**src/rtl/alu_exec_unit_if.sv**
```systemverilog
// Request/response bundle between the multi-cycle datapath controller and the ALU execution unit.
// The controller drives the operation request; the unit returns the registered result and flags.
interface alu_exec_unit_if #(
  parameter int WIDTH = 32
);
  logic             start;
  logic [4:0]       ctrl;
  logic [WIDTH-1:0] a;
  logic [WIDTH-1:0] b;
  logic             busy;
  logic             done;
  logic [WIDTH-1:0] result;
  logic             zero;
  logic             carry;
  logic             sign;
  logic             illegal;

  modport master (
    output start, ctrl, a, b,
    input  busy, done, result, zero, carry, sign, illegal
  );

  modport slave (
    input  start, ctrl, a, b,
    output busy, done, result, zero, carry, sign, illegal
  );
endinterface

```
**src/rtl/alu_exec_unit.sv**
```systemverilog
// ALU execution unit: single-cycle logic/arithmetic ops and iterative one-bit-per-cycle shifts.
// The result and flags are registered and only change on a completion edge or on reset.
module alu_exec_unit #(
  parameter int WIDTH   = 32,
  parameter int SHAMT_W = 5
) (
  input  logic          clk,
  input  logic          rst,
  alu_exec_unit_if.slave bus
);

  localparam logic [4:0] OP_ADD  = 5'b00000;
  localparam logic [4:0] OP_COMP = 5'b01100;
  localparam logic [4:0] OP_AND  = 5'b00001;
  localparam logic [4:0] OP_XOR  = 5'b00010;
  localparam logic [4:0] OP_DIFF = 5'b10000;
  localparam logic [4:0] OP_SHLL = 5'b00011;
  localparam logic [4:0] OP_SHRL = 5'b00111;
  localparam logic [4:0] OP_SHRA = 5'b01111;

  typedef enum logic [0:0] {IDLE, SHIFT} state_t;

  state_t               state_q, state_d;
  logic [WIDTH-1:0]     shreg_q, shreg_d;
  logic [SHAMT_W-1:0]   cnt_q, cnt_d;
  logic [4:0]           sop_q, sop_d;
  logic                 busy_q, busy_d;
  logic                 done_q, done_d;
  logic [WIDTH-1:0]     result_q, result_d;
  logic                 zero_q, zero_d;
  logic                 carry_q, carry_d;
  logic                 sign_q, sign_d;
  logic                 illegal_q, illegal_d;

  logic [WIDTH:0]       add_w;
  logic [WIDTH:0]       sub_w;
  logic [WIDTH:0]       step_w;
  logic [SHAMT_W-1:0]   shamt_w;

  // One shift position; the bit leaving the register is returned in the top bit.
  function automatic logic [WIDTH:0] shift_step(input logic [WIDTH-1:0] val,
                                                input logic [4:0]       op);
    logic signed [WIDTH-1:0] sval;
    sval = $signed(val);
    case (op)
      OP_SHLL: shift_step = {val[WIDTH-1], val[WIDTH-2:0], 1'b0};
      OP_SHRA: shift_step = {val[0], WIDTH'(sval >>> 1)};
      default: shift_step = {val[0], 1'b0, val[WIDTH-1:1]};
    endcase
  endfunction

  always_comb begin
    state_d   = state_q;
    shreg_d   = shreg_q;
    cnt_d     = cnt_q;
    sop_d     = sop_q;
    busy_d    = busy_q;
    done_d    = 1'b0;
    result_d  = result_q;
    carry_d   = carry_q;
    illegal_d = illegal_q;
    add_w     = {1'b0, bus.a} + {1'b0, bus.b};
    sub_w     = {1'b0, bus.a} - {1'b0, bus.b};
    step_w    = shift_step(shreg_q, sop_q);
    shamt_w   = bus.b[SHAMT_W-1:0];

    case (state_q)
      IDLE: begin
        if (bus.start) begin
          done_d    = 1'b1;
          illegal_d = 1'b0;
          carry_d   = 1'b0;
          case (bus.ctrl)
            OP_ADD: begin
              result_d = add_w[WIDTH-1:0];
              carry_d  = add_w[WIDTH];
            end
            OP_COMP: result_d = '0 - bus.b;
            OP_AND:  result_d = bus.a & bus.b;
            OP_XOR:  result_d = bus.a ^ bus.b;
            OP_DIFF: begin
              result_d = sub_w[WIDTH-1:0];
              carry_d  = sub_w[WIDTH];
            end
            OP_SHLL, OP_SHRL, OP_SHRA: begin
              if (shamt_w == '0) begin
                result_d = bus.a;
              end else begin
                // Multi-cycle path: outputs hold until the final shift edge.
                done_d    = 1'b0;
                carry_d   = carry_q;
                illegal_d = illegal_q;
                shreg_d   = bus.a;
                cnt_d     = shamt_w;
                sop_d     = bus.ctrl;
                busy_d    = 1'b1;
                state_d   = SHIFT;
              end
            end
            default: begin
              result_d  = '0;
              illegal_d = 1'b1;
            end
          endcase
        end
      end
      SHIFT: begin
        shreg_d = step_w[WIDTH-1:0];
        cnt_d   = cnt_q - SHAMT_W'(1);
        if (cnt_q == SHAMT_W'(1)) begin
          result_d  = step_w[WIDTH-1:0];
          carry_d   = step_w[WIDTH];
          illegal_d = 1'b0;
          done_d    = 1'b1;
          busy_d    = 1'b0;
          state_d   = IDLE;
        end
      end
      default: state_d = IDLE;
    endcase

    zero_d = done_d ? (result_d == '0)       : zero_q;
    sign_d = done_d ? result_d[WIDTH-1]      : sign_q;
  end

  always_ff @(posedge clk) begin
    shreg_q <= shreg_d;
    cnt_q   <= cnt_d;
    sop_q   <= sop_d;
    if (!rst) begin
      state_q   <= IDLE;
      busy_q    <= 1'b0;
      done_q    <= 1'b0;
      result_q  <= '0;
      zero_q    <= 1'b0;
      carry_q   <= 1'b0;
      sign_q    <= 1'b0;
      illegal_q <= 1'b0;
    end else begin
      state_q   <= state_d;
      busy_q    <= busy_d;
      done_q    <= done_d;
      result_q  <= result_d;
      zero_q    <= zero_d;
      carry_q   <= carry_d;
      sign_q    <= sign_d;
      illegal_q <= illegal_d;
    end
  end

  assign bus.busy    = busy_q;
  assign bus.done    = done_q;
  assign bus.result  = result_q;
  assign bus.zero    = zero_q;
  assign bus.carry   = carry_q;
  assign bus.sign    = sign_q;
  assign bus.illegal = illegal_q;

endmodule
```
**src/flat_wrapper.sv**
```systemverilog
// flat-port wrapper written by rule: the top's interface ports become plain ports
module alu_exec_unit_flat 
#(
  parameter int WIDTH   = 32,
  parameter int SHAMT_W = 5
)
  (clk, rst, bus_start, bus_ctrl, bus_a, bus_b, bus_busy, bus_done, bus_result, bus_zero, bus_carry, bus_sign, bus_illegal);
  alu_exec_unit_if #(.WIDTH(WIDTH)) bus_i ();
  input  logic clk;
  input  logic rst;
  input wire logic [$bits(bus_i.start)-1:0] bus_start;
  input wire logic [$bits(bus_i.ctrl)-1:0] bus_ctrl;
  input wire logic [$bits(bus_i.a)-1:0] bus_a;
  input wire logic [$bits(bus_i.b)-1:0] bus_b;
  output wire logic [$bits(bus_i.busy)-1:0] bus_busy;
  output wire logic [$bits(bus_i.done)-1:0] bus_done;
  output wire logic [$bits(bus_i.result)-1:0] bus_result;
  output wire logic [$bits(bus_i.zero)-1:0] bus_zero;
  output wire logic [$bits(bus_i.carry)-1:0] bus_carry;
  output wire logic [$bits(bus_i.sign)-1:0] bus_sign;
  output wire logic [$bits(bus_i.illegal)-1:0] bus_illegal;
  assign bus_i.start = bus_start;
  assign bus_i.ctrl = bus_ctrl;
  assign bus_i.a = bus_a;
  assign bus_i.b = bus_b;
  assign bus_busy = bus_i.busy;
  assign bus_done = bus_i.done;
  assign bus_result = bus_i.result;
  assign bus_zero = bus_i.zero;
  assign bus_carry = bus_i.carry;
  assign bus_sign = bus_i.sign;
  assign bus_illegal = bus_i.illegal;
  alu_exec_unit #(.WIDTH(WIDTH), .SHAMT_W(SHAMT_W)) u_core (.clk(clk), .rst(rst), .bus(bus_i));
endmodule
```
**config.mk**
```make
export PLATFORM = sky130hd
export DESIGN_NAME = alu_exec_unit_flat
export DESIGN_NICKNAME = d
export VERILOG_FILES = /design/src/rtl/alu_exec_unit_if.sv /design/src/rtl/alu_exec_unit.sv /design/src/flat_wrapper.sv
export SDC_FILE = /design/constraint.sdc
export NUM_CORES = 1
export LEC_CHECK = 0
export ABC_AREA = 1
export CELL_PAD_IN_SITES_DETAIL_PLACEMENT = 0
export CELL_PAD_IN_SITES_GLOBAL_PLACEMENT = 1
export CORE_AREA = 2 2 164 166
export DETAILED_ROUTE_END_ITERATION = 12
export DIE_AREA = 0 0 166 168
export GPL_ROUTABILITY_DRIVEN = 0
export PLACE_DENSITY = 0.85
export SLEW_MARGIN = 20
export SYNTH_ARGS = -nofsm -noshare
export SYNTH_HDL_FRONTEND = slang
export SYNTH_SLANG_ARGS = --single-unit
```
**constraint.sdc**
```tcl
create_clock -name clk -period 10.8 [get_ports clk]
set_clock_uncertainty 0.1 [all_clocks]
set_input_delay 3.24 -clock clk [delete_from_list [all_inputs] [get_ports clk]]
set_output_delay 3.24 -clock clk [all_outputs]
set_load 0.1 [all_outputs]
```
==> results of run 1 <==
==> cells in the mapped netlist (6+ instances only) <==
cell type / count / area, um^2
o22ai_1: 23 / 144
dfxtp_1: 39 / 781
nor3_1: 14 / 70.1
buf_2: 41 / 205
o211ai_1: 6 / 45.0
mux2i_1: 21 / 210
a21oi_1: 101 / 505
edfxtp_1: 42 / 1260
inv_2: 7 / 26.3
nor2_2: 10 / 62.6
nand3_1: 218 / 1090
nor2_1: 197 / 739
nand4_1: 42 / 263
clkbuf_1: 16 / 60.1
nand3b_1: 9 / 67.6
buf_4: 10 / 75.1
o21bai_1: 6 / 45.0
nand2_1: 675 / 2530
inv_1: 334 / 1250
o21ai_0: 115 / 576
ha_1: 69 / 863
==> sequential cells by signal, summed over array words and instances, names as in the netlist, 5 cells and up <==
name	cells
u_core.bus.result	32
u_core.cnt_q	5
u_core.shreg_q	32
u_core.sop_q	5
==> how the worst min path moves through the flow <==
stage | end | cells past startpoint
CTS | u_core.bus.zero | 2
floorplan | u_core.bus.carry | 2
global placement | u_core.bus.illegal | 2
detailed placement | u_core.bus.zero | 2
finish | u_core.bus.illegal | 2
global route | u_core.bus.illegal | 2
==> per-stage QoR <==
stage	instances	cell area, um^2	setup slack [ns]
6_report	2448	12900	4.05
5_1_grt	2448	12900	3.68
4_1_cts	2448	12900	4.17
3_5_place_dp	2432	12600	3.83
3_3_place_gp	2431	12500	3.92
2_1_floorplan	2048	11300	3.18
==> worst register-to-register path: stages (launching register included) <==
cell and delay [ns]:
edfxtp_1 0.41, nor2_1 0.15, nand3_2 0.66, inv_2 0.50, nand2_1 0.08, o21ai_0 0.14
o22ai_1 0.12, a21oi_1 0.27, nand3_1 0.11, nor2_1 0.19, nand3_1 0.09, nor2_1 0.17
nand3_1 0.10, a21oi_1 0.12
==> where the power goes <==
| part | total [mW] | switching (mW) | leakage, nW | internal [mW] |
|---|---|---|---|---|
| sequential | 0.339 | 0.00581 | 0.699 | 0.334 |
| clock | 0.335 | 0.132 | 0.145 | 0.204 |
| combinational | 0.435 | 0.307 | 5.62 | 0.128 |
==> metal layers <==
| metal | up-vias | global-route usage, % |
|---|---|---|
| li1 | 6660 | - |
| met1 | 6216 | 41.4 |
| met2 | 811 | 56.0 |
| met3 | 159 | 4.30 |
| met4 | 0 | 19.7 |
| met5 | - | 0 |
==> logic make-up (layout without fill, tap and decap cells) <==
logic type	Yosys count	count (layout)	synth area share, %
buffers and inverters	415	474	14.8
xor gates and xnor gates	3	3	0.232
muxes	21	21	1.85
AOI/OAI and AO/OA	273	273	13.2
and+or+nand+nor	1184	1184	43.9
DFF	81	81	18.0
adders and majority gates	71	71	7.97
==> layout make-up <==
cell class / instances / area (um^2)
clock buffer: 10 / 229
tap: 341 / 427
multi-input combinational: 1552 / 7650
clock inverter: 6 / 91.3
inverter: 343 / 1290
sequential: 81 / 2040
timing repair buffer: 115 / 1160
fill: 2835 / 13500
==> metrics.json, run 1 <==
{
  "run_status": "finished, final reports clean",
  "critPathCaptureType": "flip-flop",
  "synth-async-reset-ratio_pct": 0,
  "io_buffers": 109,
  "tritoncts.num_buffers": 9,
  "crit_type": "primary input to flip-flop",
  "synthesis.nets": 2191,
  "htree_num_levels": 3,
  "cts_setup_buffers": 0,
  "yosys_most_used_dff": "edfxtp_1",
  "post-route-period-util_pct": 62.5,
  "power_density_nw_per_um2": 86.1,
  "maxSlewHeadroom_pct": 31.7,
  "placementRows": 60,
  "via_per_inst": 5.66,
  "detail_route.first_pass.iterations": 8,
  "worst_path_dominant_cell_family": "buffers and inverters",
  "post_synth_instance_area_um2": 11300,
  "mostFrequentLayoutCells": "675 x nand2_1, 333 x inv_1, 218 x nand3_1, 194 x nor2_1, 114 x o21ai_0",
  "critical_path_cell_count": 25,
  "rsz0062_at_grt": "false",
  "via_count_of_the_first_global_routing_pass": 12700,
  "worst_slew_pin_tran_ns": 1.02,
  "drive_gt1_share_pct": 2.80,
  "die_area_um2": 27900,
  "dr_total_vias": 13800,
  "static_leakage_power_nw": 6.46,
  "top_layer_reached_by_signal_wires": "met4",
  "synth_enable_flop_cells": 42,
  "syn_inst": 2048,
  "detailroute.wirelength.met2_um": 22000,
  "ir_worst_vdd_mv": 0.0812,
  "grt-ovfl-total": 0,
  "total_number_of_nets_in_the_final_design": 2245,
  "yosys_warnings": 0,
  "first_iter_violations": 1537,
  "first_pass_grt_wire_length_um": 72800,
  "critical_path.max_stage_delay_ns": 0.52,
  "tritoncts_clock_tree": "built",
  "p_total_mw": 1.11,
  "crit_fanout": 52,
  "grt_overall_usage_pct": 33.5,
  "final.setup.tns_ns": 0,
  "area_growth_syn_to_layout_pct": 13.7,
  "grt_max_degree": 75,
  "critical_path_launch_point_type": "primary input",
  "die_w_um": 166,
  "start_util_pct": 43.0,
  "reg2regPathDepth": 13,
  "cp_num_buf_inv": 4,
  "hold_path.class": "flip-flop to flip-flop",
  "remaining_drc_errors": 0,
  "wire_per_inst_um": 19.8,
  "timing.critical_path.required_ns": 10.94,
  "arrival_worst_endpoint_ns": 6.89,
  "antenna_violations_before_repair": 0,
  "drv_cap": 0,
  "r2r_setup_slk_ns": 7.49,
  "cts_repair_resize_count": 0,
  "timing.final.setup_violations": 0,
  "path_clk_slew_ns": 0.06,
  "finalWorstPathRequiredPeriod_ns": 6.75,
  "antenna-diode-count": 0,
  "ant_nets": 0,
  "postSynthAreaPerCell_um2": 5.54,
  "finalWirelength_um": 48600,
  "cts.hold.buffers_added": 0,
  "wl_met3_um": 4110,
  "layout_commonest_cell": "nand2_1",
  "count_of_endpoints_failing_hold_in_the_final_timing_report": 0,
  "post-route-util_pct": 48.9,
  "startpoint": "bus_b[1]",
  "regToRegEndpoint": "u_core.bus.zero",
  "worst_skew_pair.late_latency_ns": 0.34,
  "clockBufferDepth": 2,
  "ys_seq_elements": 81,
  "worstReg2RegStart": "u_core.sop_q[3]",
  "design.portCount": 110,
  "maxSlewViolCount": 0,
  "library_cell_appearing_most_often_on_the_critical_path": "nand2_1",
  "hold_path_startpoint": "u_core.bus.illegal",
  "die_height_um": 168,
  "cts.sinks": 81,
  "synth.yosys.seq_area_share_pct": 18.0,
  "dp_hpwl_um": 39500,
  "clockRootBuffer": "clkbuf_16",
  "ys_types": 48,
  "routedLengthMet1_um": 19200,
  "maxClockFrequency_ghz": 0.148,
  "design.core.area_um2": 26400,
  "timing.critical_path.slowest_stage_cell": "clkdlybuf4s50_1",
  "setup.worst_path.end": "u_core.bus.zero",
  "hold-worst-slack_ns": 0.396
}
Note: power is estimated with default switching activity, not from simulation.
==> inputs of run 2 (changes only) <==
CORE_AREA = 2 2 179 181   (was 2 2 164 166)
DIE_AREA = 0 0 181 183   (was 0 0 166 168)
PLACE_DENSITY = 0.76   (was 0.85)
clock period = 6.11 ns   (was 10.8 ns; I/O delays follow)
==> metrics.json, run 2 (same netlist as run 1, synthesis figures left out) <==
{
  "cts.sinks": {"value": 81, "change": "unchanged"},
  "ant_nets": {"value": 0, "change": "unchanged"},
  "hold_path.class": "flip-flop to flip-flop",
  "finalNonFillerCells": {"value": 2526, "change": "+3.2%"},
  "crit_fanout": {"value": 8, "change": "-85%"},
  "crit_type": "primary input to flip-flop",
  "tritoncts.num_buffers": {"value": 9, "change": "unchanged"},
  "critical_path.max_stage_delay": {"value": 0.66, "unit": "ns", "change": "+0.14 ns"},
  "first_iter_violations": {"value": 1686, "change": "+9.7%"},
  "count_of_endpoints_failing_hold_in_the_final_timing_report": {"value": 0, "change": "unchanged"},
  "post-route-worst-setup-slack": {"value": 0.750, "unit": "ns", "change": "-3.30 ns"},
  "clockBufferDepth": {"value": 2, "change": "unchanged"},
  "library_cell_appearing_most_often_on_the_critical_path": "nand2_1",
  "dp_hpwl": {"value": 41700, "unit": "um", "change": "+5.7%"},
  "wire_per_inst": {"value": 19.9, "unit": "um", "change": "+0.40%"},
  "finalWirelength": {"value": 50300, "unit": "um", "change": "+3.6%"},
  "cts_setup_buffers": {"value": 0, "change": "unchanged"},
  "placementRows": {"value": 65, "change": "+8.3%"},
  "finalWorstPathRequiredPeriod_ns": 5.36,
  "worst_slew_pin_tran": {"value": 1.00, "unit": "ns", "change": "-0.0179 ns"},
  "htree_num_levels": {"value": 3, "change": "unchanged"},
  "clock_power_share": {"value": 29.6, "unit": "%", "change": "-0.6 points"},
  "run_status": "finished, final reports clean",
  "mostFrequentLayoutCells": "675 x nand2_1, 333 x inv_1, 218 x nand3_1, 194 x nor2_1, 114 x o21ai_0",
  "drive_gt1_share": {"value": 3.63, "unit": "%", "change": "+0.83 points"},
  "post-route-period-util_pct": 87.7,
  "maxSlewViolCount": {"value": 0, "change": "unchanged"},
  "cts_repair_resize_count": {"value": 0, "change": "unchanged"},
  "grt_overall_usage": {"value": 29.3, "unit": "%", "change": "-4.1 points"},
  "detail_route.first_pass.iterations": {"value": 6, "change": "-2"},
  "critical_path.cell_chain": "clkdlybuf4s50_1 > inv_1 > ha_1 > nand2_1 > nor2_1 > and2_1 > nand2_1 > nand2_1 > nand2_1 > nand3_1 > nand3_1 > a21oi_1 > nand3_1 > nor2_1 > nand2_1 > nor2_1 > nand3_1 > a21oi_1",
  "grt_max_degree": {"value": 76, "change": "+1.3%"},
  "via_count_of_the_first_global_routing_pass": {"value": 12700, "change": "-0.16%"},
  "final.setup.tns": {"value": 0, "unit": "ns", "change": "unchanged"},
  "maxClockFrequency_ghz": 0.187,
  "power.switching_fraction": {"value": 40.0, "unit": "%", "change": "-0.058 points"},
  "clockRootBuffer": "clkbuf_16",
  "area_growth_syn_to_layout_pct": 15.3,
  "path_clk_slew": {"value": 0.06, "unit": "ns", "change": "about the same"},
  "post-place-ws": {"value": 0.574, "unit": "ns", "change": "-3.26 ns"},
  "layout_commonest_cell": "nand2_1",
  "cts.hold.buffers_added": {"value": 0, "change": "unchanged"},
  "via_per_inst": {"value": 5.49, "change": "-3.0%"},
  "dr_total_vias": {"value": 13900, "change": "+0.12%"},
  "drv_cap": {"value": 0, "change": "unchanged"},
  "internal-power": {"value": 1.18, "unit": "mW", "change": "+77%"},
  "worst_skew_pair.late_latency": {"value": 0.34, "unit": "ns", "change": "about the same"},
  "tritoncts_clock_tree": "built",
  "ir_worst_vdd": {"value": 0.144, "unit": "mV", "change": "+77%"},
  "rsz0062_at_grt": "false",
  "io_buffers": {"value": 109, "change": "unchanged"},
  "placed_cells": {"value": 2510, "change": "+3.2%"},
  "die_area": {"value": 33100, "unit": "um^2", "change": "+19%"},
  "timing.final.setup_violations": {"value": 0, "change": "unchanged"},
  "switching_power": {"value": 0.784, "unit": "mW", "change": "+76%"},
  "grt-ovfl-total": {"value": 0, "change": "unchanged"},
  "design.core.area": {"value": 31200, "unit": "um^2", "change": "+19%"},
  "timing.critical_path.slowest_stage_cell": "clkdlybuf4s50_1",
  "first_pass_grt_wire_length": {"value": 73900, "unit": "um", "change": "+1.6%"},
  "total_number_of_nets_in_the_final_design": {"value": 2262, "change": "+0.76%"},
  "remaining_drc_errors": {"value": 0, "change": "unchanged"},
  "critPathCaptureType": "flip-flop",
  "p_comb_share": {"value": 39.8, "unit": "%", "change": "+0.6 points"},
  "timing.critical_path.required": {"value": 6.28, "unit": "ns", "change": "-4.66 ns"},
  "arrival_worst_endpoint": {"value": 5.53, "unit": "ns", "change": "-1.36 ns"},
  "antenna_violations_before_repair": {"value": 0, "change": "unchanged"},
  "critical_path_launch_point_type": "primary input",
  "die_w": {"value": 181, "unit": "um", "change": "+9.0%"},
  "antenna-diode-count": {"value": 0, "change": "unchanged"},
  "power_density": {"value": 150, "unit": "nW/um^2", "change": "+74%"},
  "die_height": {"value": 183, "unit": "um", "change": "+8.9%"},
  "design.portCount": {"value": 110, "change": "unchanged"},
  "maxSlewHeadroom": {"value": 33.1, "unit": "%", "change": "+1.4 points"},
  "static_leakage_power": {"value": 6.56, "unit": "nW", "change": "+1.5%"},
  "share_seq_of_total_power": {"value": 30.6, "unit": "%", "change": "about the same"},
  "start_util": {"value": 36.3, "unit": "%", "change": "-6.7 points"}
}
==> run 2: path summary, 6_finish.rpt <==
kind                      startpoint            endpoint  slack (ns)  depth (start not counted)
hold / removal    u_core.bus.illegal  u_core.bus.illegal        0.37                          2
setup / recovery           bus_b[11]     u_core.bus.zero        0.75                         18
hold reg to reg   u_core.bus.illegal  u_core.bus.illegal        0.37                          2
setup reg to reg     u_core.sop_q[3]     u_core.bus.zero        2.75                         15
==> run 2: cell type report <==
cell class,instances,area [um^2]
well taps,402,503
repair buffers,132,1290
fillers,3531,18200
inverters,343,1290
clock inverters,6,81.3
clock buffers,10,229
multi-input cells,1552,7630
flip-flops and latches,81,2040
==> run 2: power groups by stage <==
stage / combinational (mW) / clock (mW) / sequential (mW)
after floorplan: 0.453 / 0 / 0.647
after global placement: 0.759 / 0 / 0.611
after detailed placement: 0.759 / 0 / 0.611
after CTS: 0.763 / 0.586 / 0.599
after global routing: 0.849 / 0.612 / 0.601
final: 0.780 / 0.580 / 0.600
==> run 2: worst max-delay path: cells and delay by family <==
kind	cells	cell delay [ns]
buffers and inverters	2	0.81
and+or+nand+nor	13	1.99
AOI/OAI and AO/OA	2	0.44
adders and majority gates	1	0.48
==> run 2: per-stage QoR <==
stage | util (%) | power (mW) | hold slack, ns | cell area, um^2
floorplan | - | 1.10 | 0.495 | 11300
global placement | 40.9 | 1.37 | 0.354 | 12800
detailed placement | 40.9 | 1.37 | 0.360 | 12800
CTS | 41.9 | 1.95 | 0.369 | 13100
global route | 41.9 | 2.06 | 0.413 | 13100
finish | 41.9 | 1.96 | 0.369 | 13100
==> run 2: routing by layer <==
| metal | GRT usage, % | up-vias | routed length, um |
|---|---|---|---|
| li1 | - | 6686 | - |
| met1 | 38.4 | 6300 | 21200 |
| met2 | 45.9 | 722 | 21700 |
| met3 | 3.18 | 154 | 3620 |
| met4 | 19.2 | 0 | 3740 |
| met5 | 0 | - | 0 |
==> RTL change 1, RTL diff (config.mk and constraints of run 2) <==
Remove the case item `OP_COMP` of the case on `bus.ctrl`.
--- a/src/rtl/alu_exec_unit.sv
+++ b/src/rtl/alu_exec_unit.sv
@@ -76,5 +76,4 @@
               carry_d  = add_w[WIDTH];
             end
-            OP_COMP: result_d = '0 - bus.b;
             OP_AND:  result_d = bus.a & bus.b;
             OP_XOR:  result_d = bus.a ^ bus.b;
Behaviour: not the same (a bounded check fails within 4 cycles, from zero or initial values and one cycle with rst low).
==> RTL change 1 against run 2 <==
Utilization down 2.6 points. Power down 1.3%. Sequential cell count unchanged. Area after synthesis down 6.1%. Wire length down 11%. First-iteration DRC count down 34%. Via count down 13%. Design area down 6.3%. Clock power up 2%. Setup slack better by 0.35 ns.
==> RTL change 1: results (changes against run 2) <==
Status
  – Status: finished clean (unchanged)

Synthesis
  – Sequential cell area fraction in the yosys report: 0.192 (was 0.180)
  – Top cells by count, synth: nand2_1, inv_1, nand3_1 (unchanged)
  – Arithmetic-cell share of the synthesized area counting full adders, half adders and majority gates: 0.0825 (was 0.0797)
  – Cell count after synthesis: 1844 (was 2048)
  – Mux share of post-synthesis cell area: 0.0169 (was 0.0185)
  – Fraction of the mapped netlist area in compound gates: 0.128 (was 0.132)
  – Net count after synthesis: 1985 (was 2191)
  – Synth Warn #: 0 (unchanged)
  – Main area contributors after synthesis: nand2_1, inv_1, edfxtp_1, nand3_1, ha_1 (was nand2_1, edfxtp_1, inv_1, nand3_1, ha_1)
  – Xor and xnor area share after synthesis: 0.00411 (was 0.00232)
  – Cell variety after synth: 47 (was 48)

Layout
  – Number of non-clock inverters: 353 (was 343)
  – Core utilization of the finished layout: 0.392 (was 0.419)
  – Number of nets at the end of the flow: 2053 (was 2262)
  – Relative area of clock buffers and inverters in the final design: 0.0261 (was 0.0237)
  – Multi-input combinational cell count: 1347 (was 1552)
  – Layout non-clock buf frac: 0.0958 (was 0.0986)
  – Number of fill cells: 3516 (was 3531)
  – Fraction of standard cell area in multi-input logic: 0.562 (was 0.584)

Global routing
  – Number of antenna violations at the first check in global routing: 0 (unchanged)
  – Vias in the first global route: 11.5k (was 12.7k)
  – Global-route wire length before repair: 67.4 mm (was 73.9 mm)
  – Maximum number of pins on one net before global-route repair: 70 (was 76)
  – Total GRT Usage: 0.268 (was 0.293)

CTS
  – Insertion delay of the later-clocked pin in the worst-skew pair: 0.34 ns (about the same)

Worst setup path
  – Worst Path Arrival: 5.19 ns (was 5.53 ns)
  – Register-to-Register Setup Slack: 2.77 ns (was 2.75 ns)
  – Worst setup startpoint: bus_b[2] (was bus_b[11])
  – Largest fanout on the critical path: 11 (was 8)
  – Longest individual stage delay on the worst path: 0.57 ns (was 0.66 ns)

Power and ir drop
  – Ratio of total power to cell area: 158 mW/mm2 (was 150 mW/mm2)
  – Leakage: 0.00632 uW (was 0.00656 uW)
  – Worst ir drop on vdd: 0.000126 V (was 0.000144 V)

Place
  – Setup slack after placement: 0.826 ns (was 0.574 ns)
  – Placement-stage cell area: 0.0119 mm2 (was 0.0128 mm2)
  – Hpwl dp: 36.9 mm (was 41.7 mm)

Drt
  – Routed vias: 12.0k (was 13.9k)
  – Number of DRC markers after the initial detailed-route iteration: 1110 (was 1686)
  – Final wirelength: 44.7 mm (was 50.3 mm)

Timing
  – Measured slew at the worst slew-check pin: 1.00 ns (about the same)
  – Hold Slack: 0.374 ns (was 0.369 ns)
==> RTL change 1: cell types whose count changed in the layout (fill, tap and decap cells not counted), moves of 14 or more <==
cell | before | now
nor2_1 | 194 | 122
nand3_1 | 218 | 171
o21ai_0 | 114 | 100
nand2_1 | 675 | 598
nand4_1 | 42 | 26
nor2_2 | 13 | 30
==> RTL change 1: layer usage <==
metal / vias up / track usage / routed length, um
met2: 510 / 0.456 / 20600
met5: - / 0 / 0
met3: 95 / 0.0212 / 2670
met4: 0 / 0.148 / 2720
met1: 5451 / 0.338 / 18800
li1: 5962 / - / -
==> RTL change 1: worst max-delay path: cells and delay by family <==
| family | cells | cell delay, ns |
|---|---|---|
| AOI/OAI and AO/OA | 1 | 0.11 |
| adders and majority gates | 1 | 0.55 |
| buffers and inverters | 3 | 0.72 |
| and+or+nand+nor | 16 | 1.95 |
==> RTL change 1: power breakdown <==
part           internal (uW)  switching [uW]
clock                    360             233
combinational            224             520
sequential               589            9.87
==> RTL change 2, RTL diff (settings of run 2) <==
Without the edit above. `SHAMT_W` is set to 5 in 2 places; all go to 10.
--- a/src/rtl/alu_exec_unit.sv
+++ b/src/rtl/alu_exec_unit.sv
@@ -3,5 +3,5 @@
 module alu_exec_unit #(
   parameter int WIDTH   = 32,
-  parameter int SHAMT_W = 5
+  parameter int SHAMT_W = 10
 ) (
   input  logic          clk,
--- a/src/flat_wrapper.sv
+++ b/src/flat_wrapper.sv
@@ -3,5 +3,5 @@
 #(
   parameter int WIDTH   = 32,
-  parameter int SHAMT_W = 5
+  parameter int SHAMT_W = 10
 )
   (clk, rst, bus_start, bus_ctrl, bus_a, bus_b, bus_busy, bus_done, bus_result, bus_zero, bus_carry, bus_sign, bus_illegal);
Check against the original RTL: not equivalent (Yosys sat finds a counterexample within 4 cycles, from zero or initial values and one cycle with rst low).
==> RTL change 2 against run 2 <==
Power up 2.7%. Area after synthesis up 2.9%. Global-route usage rose by 1.4 points. Worst hold slack improved by 0.016 ns. Wire length up 3.2%. Maximum frequency increased by 1.1%. Non-clock buffer count fell by 2. Critical endpoint unchanged. Register-to-register slack got worse by 0.10 ns. Highest routed layer is now met5. Via count about the same. Design area up 2.3%. Combinational power is essentially flat. Setup slack improved by 0.060 ns. Sequential cell count up 5.
==> RTL change 2: results (changes against run 2) <==
Layout
  – Area occupied by multi-input gates: 0.00783 mm2 (was 0.00763 mm2)
  – Relative area of clock buffers and inverters in the final design: 0.0235 (was 0.0237)
  – Diode count: 1 (was 0)
  – Layout clock buffer count: 10 (unchanged)
  – Nonclk buf count: 130 (was 132)
  – Number of non-clock inverters: 339 (was 343)
  – Seq area share: 0.164 (was 0.156)
  – Layout non-clock buf frac: 0.0943 (was 0.0986)
  – Fraction of layout instances using a drive strength above 1: 0.0481 (was 0.0363)
  – Number of nets at the end of the flow: 2280 (was 2262)
  – Multi-input combinational cell count: 1572 (was 1552)
  – Number of fill cells: 3505 (was 3531)

Synthesis
  – Sequential cell area fraction in the yosys report: 0.188 (was 0.180)
  – Share of flip-flops with an asynchronous set or reset: 0 (unchanged)
  – Cell variety after synth: 55 (was 48)
  – Number of enable flip-flop cells after synthesis: 47 (was 42)
  – Main area contributors after synthesis: nand2_1, edfxtp_1, inv_1, nand3_1, nor2_1 (was nand2_1, edfxtp_1, inv_1, nand3_1, ha_1)
  – Top cells by count, synth: nand2_1, inv_1, nor2_1 (was nand2_1, inv_1, nand3_1)
  – Netlist area before placement: 0.0117 mm2 (was 0.0113 mm2)
  – Net count after synthesis: 2213 (was 2191)

Status
  – Status: finished clean (unchanged)

Power and ir drop
  – Worst ir drop on vdd: 0.000166 V (was 0.000144 V)
  – Sw Share: 0.396 (was 0.400)
  – Leakage: 0.00654 uW (was 0.00656 uW)

Global routing
  – Number of antenna violations at the first check in global routing: 2 (was 0)
  – Total GRT Usage: 0.308 (was 0.293)
  – Maximum number of pins on one net before global-route repair: 73 (was 76)
  – Global-route wire length before repair: 77.5 mm (was 73.9 mm)
  – Vias in the first global route: 13.0k (was 12.7k)

Drt
  – Number of DRC markers after the initial detailed-route iteration: 1523 (was 1686)
  – Routed length per instance: 20.4 um (was 19.9 um)
  – Routed vias: 13.9k (about the same)

Worst setup path
  – Register-to-Register Setup Slack: 2.65 ns (was 2.75 ns)
  – Longest individual stage delay on the worst path: 0.61 ns (was 0.66 ns)
  – Worst Path Arrival: 5.48 ns (was 5.53 ns)
  – Largest fanout on the critical path: 10 (was 8)

CTS
  – Level count of the clock H-tree: 3 (unchanged)
  – Clock root buffer: clkbuf_16 (unchanged)
  – Insertion delay of the later-clocked pin in the worst-skew pair: 0.35 ns
  – CTS sink cnt: 86 (was 81)
  – Clock transition time at the flip-flop clock pins of the worst setup and hold paths: 0.06 ns (about the same)

Timing
  – Worst slew margin: 0.327 (was 0.331)
  – Setup ws final: 0.810 ns (was 0.750 ns)

Place
  – Placement-stage cell area: 0.0131 mm2 (was 0.0128 mm2)
  – Setup slack after placement: 0.578 ns (was 0.574 ns)
  – Hpwl dp: 43.5 mm (was 41.7 mm)

Worst hold path
  – Path class of the lowest-slack min-delay path: reg2reg (unchanged)
## RTL change 2: cell count changes after synthesis, sizes merged, moves of 9 or more
cell,change
a22o,+11
a31oi,+14
mux2i,-21
nand2,-29
nor2,+46
nor3,+9
## RTL change 2: worst max-delay path: cells and delay by family
kind                       cells  cell delay, ns
and+or+nand+nor                9            1.12
AOI/OAI and AO/OA              4            1.09
buffers and inverters          3            0.91
adders and majority gates      1            0.52
## RTL change 2: routing by layer
metal | up-vias | track usage | wire [um]
met2 | 631 | 0.511 | 23400
met3 | 113 | 0.0351 | 3450
met5 | - | 0 | 13
met4 | 2 | 0.153 | 2910
met1 | 6326 | 0.397 | 22200
li1 | 6780 | - | -
## RTL change 2: logic make-up after synthesis
kind of cell / count (synthesis) / share of synthesized area
AND/OR/NAND/NOR: 1209 / 0.447
buffers and inverters: 413 / 0.143
AO/OA/AOI/OAI: 289 / 0.143
flip-flops: 86 / 0.188
adder cells (fa/ha/maj): 70 / 0.0764
XOR/XNOR: 4 / 0.00300
## RTL change 2: path summary, 6_finish.rpt
| kind | startpoint | cells past startpoint | endpoint |
|---|---|---|---|
| worst max register to register | u_core.sop_q[1] | 18 | u_core.bus.zero |
| worst min register to register | u_core.bus.illegal | 2 | u_core.bus.illegal |
| worst min-delay path | u_core.bus.illegal | 2 | u_core.bus.illegal |
| worst max-delay path | bus_b[20] | 17 | u_core.bus.zero |
## RTL change 2: per-stage QoR
step,hold WS (ns),utilization,std cells
floorplan,0.496,-,2071
finish,0.384,0.428,2546
CTS,0.389,0.428,2545
global placement,0.369,0.418,2529
detailed placement,0.369,0.418,2529
global route,0.400,0.428,2545
## RTL change 2: power by group through the flow
stage,combinational [uW],clock [uW],sequential (uW)
floorplan,452,0,684
global placement,762,0,651
detailed placement,761,0,651
CTS,765,600,638
global route,850,623,640
finish,779,596,639
